File: src/rtl/screen_timing.sv
// Raster timing generator: free-running sy:sx beam counter with sync and
// data-enable flags decoded combinationally from the same registered position.
module screen_timing #(
    parameter int CORDW    = 10,
    parameter int H_RES    = 640,
    parameter int H_FP     = 16,
    parameter int H_SYNC   = 96,
    parameter int H_BP     = 48,
    parameter int V_RES    = 480,
    parameter int V_FP     = 10,
    parameter int V_SYNC   = 2,
    parameter int V_BP     = 33,
    parameter int SYNC_POL = 0
) (
    input  logic             clk_in,
    input  logic             rst_in,
    output logic [CORDW-1:0] sx_out,
    output logic [CORDW-1:0] sy_out,
    output logic             hsync_out,
    output logic             vsync_out,
    output logic             de_out
);

    localparam int H_TOTAL = H_RES + H_FP + H_SYNC + H_BP;
    localparam int V_TOTAL = V_RES + V_FP + V_SYNC + V_BP;

    localparam logic [CORDW-1:0] H_LAST   = CORDW'(H_TOTAL - 1);
    localparam logic [CORDW-1:0] V_LAST   = CORDW'(V_TOTAL - 1);
    localparam logic [CORDW-1:0] H_ACT    = CORDW'(H_RES);
    localparam logic [CORDW-1:0] V_ACT    = CORDW'(V_RES);
    localparam logic [CORDW-1:0] HS_START = CORDW'(H_RES + H_FP);
    localparam logic [CORDW-1:0] HS_END   = CORDW'(H_RES + H_FP + H_SYNC);
    localparam logic [CORDW-1:0] VS_START = CORDW'(V_RES + V_FP);
    localparam logic [CORDW-1:0] VS_END   = CORDW'(V_RES + V_FP + V_SYNC);
    localparam logic             SYNC_ACT = (SYNC_POL != 0);

    logic [CORDW-1:0] r_sx;
    logic [CORDW-1:0] r_sy;
    logic             w_line_end;
    logic             w_frame_end;
    logic             w_hs_act;
    logic             w_vs_act;

    assign w_line_end  = (r_sx == H_LAST);
    assign w_frame_end = (r_sy == V_LAST);

    // Reset wins over counting, so a mid-frame reset restarts the raster at (0,0).
    always_ff @(posedge clk_in) begin
        if (rst_in) begin
            r_sx <= '0;
            r_sy <= '0;
        end else if (w_line_end) begin
            r_sx <= '0;
            r_sy <= w_frame_end ? '0 : r_sy + 1'b1;
        end else begin
            r_sx <= r_sx + 1'b1;
        end
    end

    assign w_hs_act = (r_sx >= HS_START) && (r_sx < HS_END);
    assign w_vs_act = (r_sy >= VS_START) && (r_sy < VS_END);

    assign sx_out    = r_sx;
    assign sy_out    = r_sy;
    assign hsync_out = w_hs_act ? SYNC_ACT : ~SYNC_ACT;
    assign vsync_out = w_vs_act ? SYNC_ACT : ~SYNC_ACT;
    assign de_out    = (r_sx < H_ACT) && (r_sy < V_ACT);

endmodule

File: config.mk
export PLATFORM = sky130hd
export DESIGN_NAME = screen_timing
export DESIGN_NICKNAME = d
export VERILOG_FILES = /design/src/rtl/screen_timing.sv
export SDC_FILE = /design/constraint.sdc
export NUM_CORES = 1
export LEC_CHECK = 0
export BUFFER_PORTS_ARGS = -buffer_cell sky130_fd_sc_hd__buf_4
export CAP_MARGIN = 20
export CORE_MARGIN = 3
export CORE_UTILIZATION = 35
export CTS_CLUSTER_DIAMETER = 30
export DETAILED_ROUTE_END_ITERATION = 10
export PLACE_DENSITY = 0.67
export SKIP_LAST_GASP = 1
export SLEW_MARGIN = 10
export SYNTH_ARGS = -nofsm -noshare
export SYNTH_HDL_FRONTEND = slang
export SYNTH_SLANG_ARGS = --single-unit
File: constraint.sdc
create_clock -name clk_in -period 3.8 [get_ports clk_in]
set_clock_uncertainty 0.05 [all_clocks]
set_input_delay 0.95 -clock clk_in [delete_from_list [all_inputs] [get_ports clk_in]]
set_output_delay 0.95 -clock clk_in [all_outputs]
set_load 0.01 [all_outputs]
==> run summary, run 1 <==
Vias: 866
Combinational share of power: 0.045
R2r setup slk: 1.61 ns
Commonest cells in the netlist: dfxtp_1 (20), nor2_1 (18), xnor2_1 (9)
Synth Instances: 117
Die ar.: 3520 sq um
Setup_tns: 0 ns
Slew headroom: 0.628
Crit Path Class: reg -> out
Worst Tran Pin Value: 0.554 ns
Wire length per cell: 12.0 um
Clock Tree Buf Depth: 2
Cell taking the most area after synthesis: dfxtp_1
Number of enable flip-flop cells after synthesis: 0
Max Used Layer: met4
Final setup vio count: 0
Yosys cell types: 28
Startpoint types: flop
Switch Pwr: 0.0736 mW
Final period util: 0.691
Avg Cell Area, Syn: 8.50 sq um
Final slew viol count: 0
Register share of total power: 0.616
Critical path launch point: sx_out[5]
Final instance area: 1240 sq um
Main synth FF type: dfxtp_1
Fmax: 381 MHz
DR iter-0 viols: 12
#FFs+latches synth: 20
WL met3: 78 um
TritonCTS Buffers: 3
PwrDens: 283 nW/um^2
Clock Power Share: 0.339
Post-Synthesis Cell Area: 995 sq um
Root Driver: clkbuf_4
First-pass GRT wire length: 3620 um
Met2 wire length: 992 um
Seq/Total Area, Yosys: 0.403
Final wirelength: 2080 um
Die width: 59.3 um
Die Ht: 59.3 um
Post-synth top area share: 0.403
Detailed Routing Iterations Pass 1: 3
Worst r2r dst: sy_out[3]
Clk pin slew, worst setup/hold paths: 0.11 ns
CP arrival: 1.62 ns
RSZ-0062 raised after global routing: no
Critical Path End: hsync_out
CTS tree: built
PortBufs: 24
Leakage power total: 0.468 nW
Via density: 5.01
Worst reg2reg path depth: 4
Clock latency on the worst-skew pair: 0.29 ns
Nets: 151
Internal power: 0.278 mW
Crit. End Element: output pin
Final ANT Viol Nets: 0
Status: complete, no violations
Core area: 2590 sq um
# hold bufs at CTS: 0
Yosys synthesis warning count: 0
DRC violations left: 0
Sw Ratio: 0.209
Number of gates resized after CTS: 0
Overflow after GRT: 0
Synth area leaders: dfxtp_1 (40%), xnor2_1 (7.9%), nor2_1 (6.8%), ha_1 (6.3%), or3_1 (3.1%)
Worst vdd ir: 0.246 mV
Post-Syn Nets: 124
Row count: 18
Metal-1 WL: 993 um
Global Route Usage Sum: 0.135
I/O pins: 25
Antenna Cells: 0
Critical R2R Launch: sx_out[5]
Critical Path RT: 2.80 ns
Post-synth ARST share: 0
Vias in the first global route: 844
Htree depth: 1
Largest net degree at the start of global routing: 12
Most common cell in the synthesized netlist: dfxtp_1
Dpl cell area: 1200 sq um
Initial Util: 0.384
Clock sink count: 20
Post-CTS Setup Inserts: 0
Hold Path Class: reg -> reg
Max-cap violations: 0
Final GP Congestion: 0.849
Hold Vio Cnt, Final: 0
Initial antenna violation count: 0
Layout cells sized above 1: 0.238
Max FO, Critical Path: 6
Final critical-path required period: 2.62 ns
Area grow syn2layout: 24.7%
HPWL Detailed: 1630 um
[layout make-up]
type / count / area, sq um
Clock buffer: 4 / 36.3
Tap cell: 30 / 37.5
Inverter: 8 / 30.0
Timing Repair Buffer: 24 / 180
Sequential cell: 20 / 400
Fill cell: 267 / 1350
Multi-Input combinational cell: 87 / 556
[layer usage]
metal / vias up / GRT usage
met5: - / 0
met1: 397 / 0.155
met2: 13 / 0.239
met4: 0 / 0.0291
met3: 2 / 0.0458
li1: 454 / -
[layout by cell type (no fill, tap or decap)]
master,n
a21oi_1,4
a21oi_2,1
a41o_1,1
and2_1,1
and3_1,2
buf_4,24
clkbuf_4,3
clkbuf_8,1
dfxtp_1,20
ha_1,5
inv_1,8
mux2i_1,1
nand2_1,8
nand3_1,5
nand4_1,3
nor2_1,18
nor3_1,5
nor4_1,2
nor4b_1,2
o211ai_1,1
o21a_1,1
o21ai_0,5
or2_2,1
or3_1,5
or4_4,2
or4b_2,1
or4b_4,1
xnor2_1,9
xor2_1,3
[cell families (layout without fill, tap and decap cells)]
group	count (synthesis)	after routing	synth area share
compound gates	13	13	0.0792
xor+xnor	12	12	0.106
fa+ha+maj	5	5	0.0629
buf+inv	10	36	0.0390
flops	20	20	0.403
mux	1	1	0.0101
simple gates	56	56	0.301
[power by group through the flow]
stage                     Combinational [mW]  Clock [mW]  Sequential, mW
final                                 0.0158       0.119           0.216
after detailed placement              0.0160           0           0.221
after global routing                  0.0174       0.135           0.217
after global placement                0.0157           0           0.221
after floorplan                      0.00806           0           0.222
after CTS                             0.0161       0.124           0.216
[worst min path at each step]
stage	from	cells past startpoint	end
final	sx_out[0]	1	sx_out[0]
after global routing	sx_out[0]	1	sx_out[0]
after detailed placement	sx_out[0]	1	sx_out[0]
after CTS	sx_out[0]	1	sx_out[0]
after global placement	sx_out[0]	1	sx_out[0]
after floorplan	sx_out[0]	1	sx_out[0]
[worst max-delay path: stages (launching register included)]
cell and delay (ns):
dfxtp_1 0.44, nor3_1 0.09, or4b_2 0.64, buf_4 0.17
[metrics by stage]
step           total power, mW  worst slack (ns)  std cells  utilization  hold WS [ns]
2_1_floorplan            0.230              1.61        117            -         0.442
3_3_place_gp             0.237              1.54        169        0.465         0.423
3_5_place_dp             0.237              1.50        169        0.465         0.431
4_1_cts                  0.357              1.17        173        0.479         0.459
5_1_grt                  0.369              1.09        173        0.479         0.482
6_report                 0.351              1.18        173        0.479         0.470
[state kept, by name (all words and copies together), names as in the netlist]
name	count
sx_out	10
sy_out	10
Note: power is estimated with default switching activity, not from simulation.
==> run 2, diff against run 1 <==
Settings changed: ABC_AREA set to 1, PLACE_DENSITY 0.67 to 0.66.
Clock period 3.8 ns to 2.5 ns, I/O delays scaled along.
==> run 2 against run 1 <==
Compared with the run above:
- first-iteration DRC count grew to 7.2 times the previous value
- sequential power grew 51%
- flip-flop and latch count is the same
- critical path depth grew 1
- wire length grew 25%
- hold slack lost 0.048 ns
- setup slack lost 0.84 ns
- synthesized cell count grew 47%
- combinational power grew 68%
- clock power grew 130%
- global-route usage grew 0.30 points
- largest power group unchanged
==> run summary, run 2 <==
Setup_tns: 0 ns
Final period util: 0.865
Die Ht: 63.7 um
CP arrival: 1.49 ns
Slew headroom: 0.758
Worst Tran Pin Value: 0.362 ns
Post-synth top area share: 0.344
Clock sink count: 20
Die width: 63.7 um
Initial antenna violation count: 0
Crit Path Class: reg -> out
Worst vdd ir: 0.399 mV
Worst r2r dst: sy_out[6]
Initial Util: 0.375
Number of fill cells: 333
Hold Vio Cnt, Final: 0
Startpoint types: flop
PortBufs: 24
CTS tree: built
Area grow syn2layout: 24.7%
Wire length per cell: 10.7 um
Clock latency on the worst-skew pair: 0.30 ns
DR iter-0 viols: 86
Yosys synthesis warning count: 0
Layout cells sized above 1: 0.205
First-pass GRT wire length: 4530 um
Number of enable flip-flop cells after synthesis: 0
Critical path launch point: sx_out[7]
Clock Tree Buf Depth: 2
PwrDens: 429 nW/um^2
Die ar.: 4050 sq um
Final GP Congestion: 0.831
Final setup vio count: 0
Critical R2R Launch: sx_out[0]
Critical Path RT: 1.82 ns
Critical Path End: hsync_out
Most common cell after layout, fill and taps aside: nand2_1
Yosys cell types: 22
Vias: 1,167
Final wirelength: 2600 um
Max FO, Critical Path: 7
Main synth FF type: dfxtp_1
Final Util: 0.468
Clk pin slew, worst setup/hold paths: 0.12 ns
Most common cell in the synthesized netlist: nand2_1
Htree depth: 1
Vias in the first global route: 1,022
Crit. End Element: output pin
Global Route Usage Sum: 0.138
Overflow after GRT: 0
Post-Syn Nets: 179
Worst reg2reg path depth: 8
Seq/Total Area, Yosys: 0.344
#FFs+latches synth: 20
Antenna Cells: 0
I/O pins: 25
Final ANT Viol Nets: 0
Core area: 3100 sq um
DRC violations left: 0
Multi-input logic area: 658 sq um
Detailed Routing Iterations Pass 1: 4
Synth area leaders: dfxtp_1 (34%), nand2_1 (14%), inv_1 (8.4%), nor2_1 (7.1%), ha_1 (5.4%)
Sequential cell area: 400 sq um
RSZ-0062 raised after global routing: no
Post-synth ARST share: 0
Post-Synthesis Cell Area: 1160 sq um
Post-CTS Setup Inserts: 0
Max-cap violations: 0
HPWL Detailed: 1990 um
TritonCTS Buffers: 3
R2r setup slk: 0.90 ns
Fmax: 462 MHz
Synth Instances: 172
Avg Cell Area, Syn: 6.77 sq um
Final slew viol count: 0
# hold bufs at CTS: 0
Status: complete, no violations
Number of gates resized after CTS: 0
Leakage power total: 0.640 nW
Most frequent cells in the layout: nand2_1 (42), inv_1 (26), buf_4 (24)
Hold Path Class: in -> reg
Largest net degree at the start of global routing: 13
Nets: 208
Cell taking the most area after synthesis: dfxtp_1
Final critical-path required period: 2.16 ns
Via density: 4.78
Commonest cells in the netlist: nand2_1 (42), inv_1 (26), nor2_1 (22)
Row count: 20
Root Driver: clkbuf_4
[run 2: cell types whose count changed after synthesis, moves of 4 or more]
cell     delta
nand2_1    +34
inv_1      +18
xnor2_1     -9
a21oi_1     +7
nand4_1     +7
nand3_1     +5
or3_1       -5
nor2_1      +4
nor2_4      +4
o21ai_0     -4
[run 2: worst max-delay path, stage by stage, from the launching register on]
cell      delay (ns)
dfxtp_1         0.49
inv_1           0.09
nor3_1          0.30
nand3b_1        0.13
buf_4           0.16
[run 2: area by class of cell]
cell class / instances / share of cell area
Sequential cell: 20 / 0.276
Clock inverter: 1 / 0.0207
Clock buffer: 3 / 0.0155
Inverter: 28 / 0.0724
Multi-Input combinational cell: 124 / 0.453
Timing Repair Buffer: 24 / 0.124
Tap cell: 44 / 0.0379
[run 2: through the flow]
stage / hold WS (ns) / instance area, sq um / power, mW / cells / setup WS (ns)
after global placement: 0.413 / 1400 / 0.361 / 240 / 0.780
after CTS: 0.406 / 1450 / 0.635 / 244 / 0.334
after floorplan: 0.430 / 1160 / 0.350 / 172 / 0.863
after detailed placement: 0.429 / 1400 / 0.361 / 240 / 0.710
after global routing: 0.416 / 1450 / 0.648 / 244 / 0.236
final: 0.421 / 1450 / 0.623 / 244 / 0.336
[run 2: worst min path at each step]
| stage | from | end | slack, ns | cells after the start |
|---|---|---|---|---|
| 2_1_floorplan | sx_out[0] | sx_out[0] | 0.43 | 1 |
| 3_3_place_gp | sx_out[0] | sx_out[0] | 0.41 | 1 |
| 3_5_place_dp | sx_out[0] | sx_out[0] | 0.43 | 1 |
| 4_1_cts | rst_in | sy_out[8] | 0.41 | 2 |
| 5_1_grt | rst_in | sy_out[8] | 0.42 | 2 |
| 6_report | rst_in | sy_out[8] | 0.42 | 2 |
[run 2: cell families after synthesis]
| group | synth area share |
|---|---|
| AND/OR/NAND/NOR | 0.442 |
| buffers and inverters | 0.0903 |
| flip-flops | 0.344 |
| AO/OA/AOI/OAI | 0.0624 |
| adder cells (fa/ha/maj) | 0.0538 |
| XOR/XNOR | 0.00753 |
[run 2: report_power, final]
| part | leakage (nW) | switching (mW) | internal (mW) |
|---|---|---|---|
| combinational | 0.451 | 0.0153 | 0.0112 |
| sequential | 0.162 | 0.00427 | 0.323 |
| clock | 0.0279 | 0.107 | 0.162 |
| total | 0.640 | 0.127 | 0.496 |
[run 2: metal layers]
layer	part of all wire	track usage	vias to the layer above
met5	0	0	-
met1	0.47	0.183	535
met2	0.46	0.218	22
li1	-	-	608
met4	0.0069	0.0243	0
met3	0.058	0.0463	2
==> run 3, diff against run 2 <==
Settings changed: ABC_AREA 1 to not set, PLACE_DENSITY 0.66 to 0.67.
==> run 3 against run 2 <==
Compared with the run above:
- first-iteration DRC count shrank 83%
- sequential power hardly changed
- via count decreased by 22%
- utilization rose by 1.4 points
- sequential share of layout area up 4.5 points
- critical endpoint unchanged
- largest power group unchanged
==> run summary, run 3 (synthesis gave the netlist of run 1 again) <==
Setup_tns: 0 ns
Most common cell after layout, fill and taps aside: buf_4
CP arrival: 1.68 ns
Root Driver: clkbuf_4
CP max stage delay: 0.66 ns
TritonCTS Buffers: 3
Nets: 152
Max-cap violations: 0
Final wirelength: 2270 um
Crit Path Class: reg -> out
Number of gates resized after CTS: 0
Vias in the first global route: 863
Most frequent cells in the layout: buf_4 (25), dfxtp_1 (20), nor2_1 (18)
Worst vdd ir: 0.279 mV
Critical Path RT: 1.82 ns
Max Used Layer: met4
Final critical-path required period: 2.35 ns
HPWL Detailed: 1670 um
CTS tree: built
Leakage power total: 0.474 nW
Core area: 2590 sq um
First-pass GRT wire length: 3810 um
Clk pin slew, worst setup/hold paths: 0.11 ns
Met2 wire length: 1110 um
I/O pins: 25
Final instance area: 1250 sq um
Post-CTS Setup Inserts: 0
Via density: 5.21
Final period util: 0.941
Clock Tree Buf Depth: 2
Fmax: 425 MHz
Clock latency on the worst-skew pair: 0.30 ns
Largest net degree at the start of global routing: 12
Crit. End Element: output pin
Die width: 59.3 um
Final slew viol count: 0
DR iter-0 viols: 15
Antenna Cells: 0
Row count: 18
Area grow syn2layout: 25.4%
PwrDens: 436 nW/um^2
Overflow after GRT: 0
# hold bufs at CTS: 0
Final GP Congestion: 0.726
Finished Layout Cells: 174
Number of fill cells: 248
WL met3: 90 um
Global Route Usage Sum: 0.141
Slew headroom: 0.759
Metal-1 WL: 1040 um
PortBufs: 24
Layout cells sized above 1: 0.243
DRC violations left: 0
Crit-path cells: nor3_1 -> or4b_2 -> buf_4
Initial Util: 0.384
Hold Path Class: in -> reg
Buf/Inv on CP: 1
Slowest cell on crit path: or4b_2
Detailed Routing Iterations Pass 1: 6
Largest delay contributor family on the critical path: simple AND/OR/NAND/NOR gates
Wire length per cell: 13.1 um
Final setup vio count: 0
Die ar.: 3520 sq um
Hold Vio Cnt, Final: 0
Total Power: 0.544 mW
Dpl cell area: 1210 sq um
RSZ-0062 raised after global routing: no
Max FO, Critical Path: 6
Htree depth: 1
Initial antenna violation count: 0
Status: complete, no violations
Final ANT Viol Nets: 0
Clock sink count: 20
Die Ht: 59.3 um
Startpoint types: flop
Worst hold slack: 0.472 ns
Cells after DPL: 170
Vias: 906
Worst Tran Pin Value: 0.358 ns
==> run 3: changes by cell type in the layout (fill, tap and decap cells not counted), sizes merged, moves of 3 or more <==
| cell | change |
|---|---|
| a21oi | -6 |
| inv | -20 |
| nand2 | -37 |
| or3 | +5 |
| nand4 | -7 |
| nor2 | -10 |
| xnor2 | +9 |
| o21ai | +3 |
| nand3 | -7 |
==> run 3: worst paths after layout <==
check | slack [ns] | endpoint | from | depth (start not counted)
max | 0.15 | hsync_out | sx_out[5] | 3
min | 0.47 | sx_out[2] | rst_in | 2
max reg2reg | 0.35 | sy_out[8] | sx_out[5] | 4
min reg2reg | 0.47 | sx_out[0] | sx_out[0] | 1
==> run 3: power breakdown <==
part | internal, mW | total, mW | switching [mW]
registers | 0.323 | 0.329 | 0.00614
clock network | 0.0890 | 0.191 | 0.102
logic | 0.0109 | 0.0241 | 0.0132
total | 0.423 | 0.544 | 0.121
==> run 3: area by class of cell <==
type	count	area, sq um	area share
clock buffer	4	36.3	0.0291
inverter	8	30.0	0.0241
multi-input combinational	87	556	0.445
sequential	20	400	0.321
tap	30	37.5	0.0301
timing repair buffer	25	188	0.150
==> run 3: per-layer routing <==
metal / vias to the layer above / track usage
li1: 458 / -
met3: 4 / 0.0261
met5: - / 0
met2: 17 / 0.240
met4: 0 / 0.0583
met1: 427 / 0.173
==> run 3: stage by stage <==
stage                      util  setup slack, ns
after detailed placement  0.468            0.369
after global routing      0.482           0.0927
after CTS                 0.482            0.155
final                     0.482            0.148
after floorplan               -            0.413
after global placement    0.468            0.417
==> run 3: worst reg2reg max path: cells and delay by family, from the launching register on <==
family	cells	cell delay, ns
simple gates	3	1.53
compound gates	1	0.13
flops	1	0.38
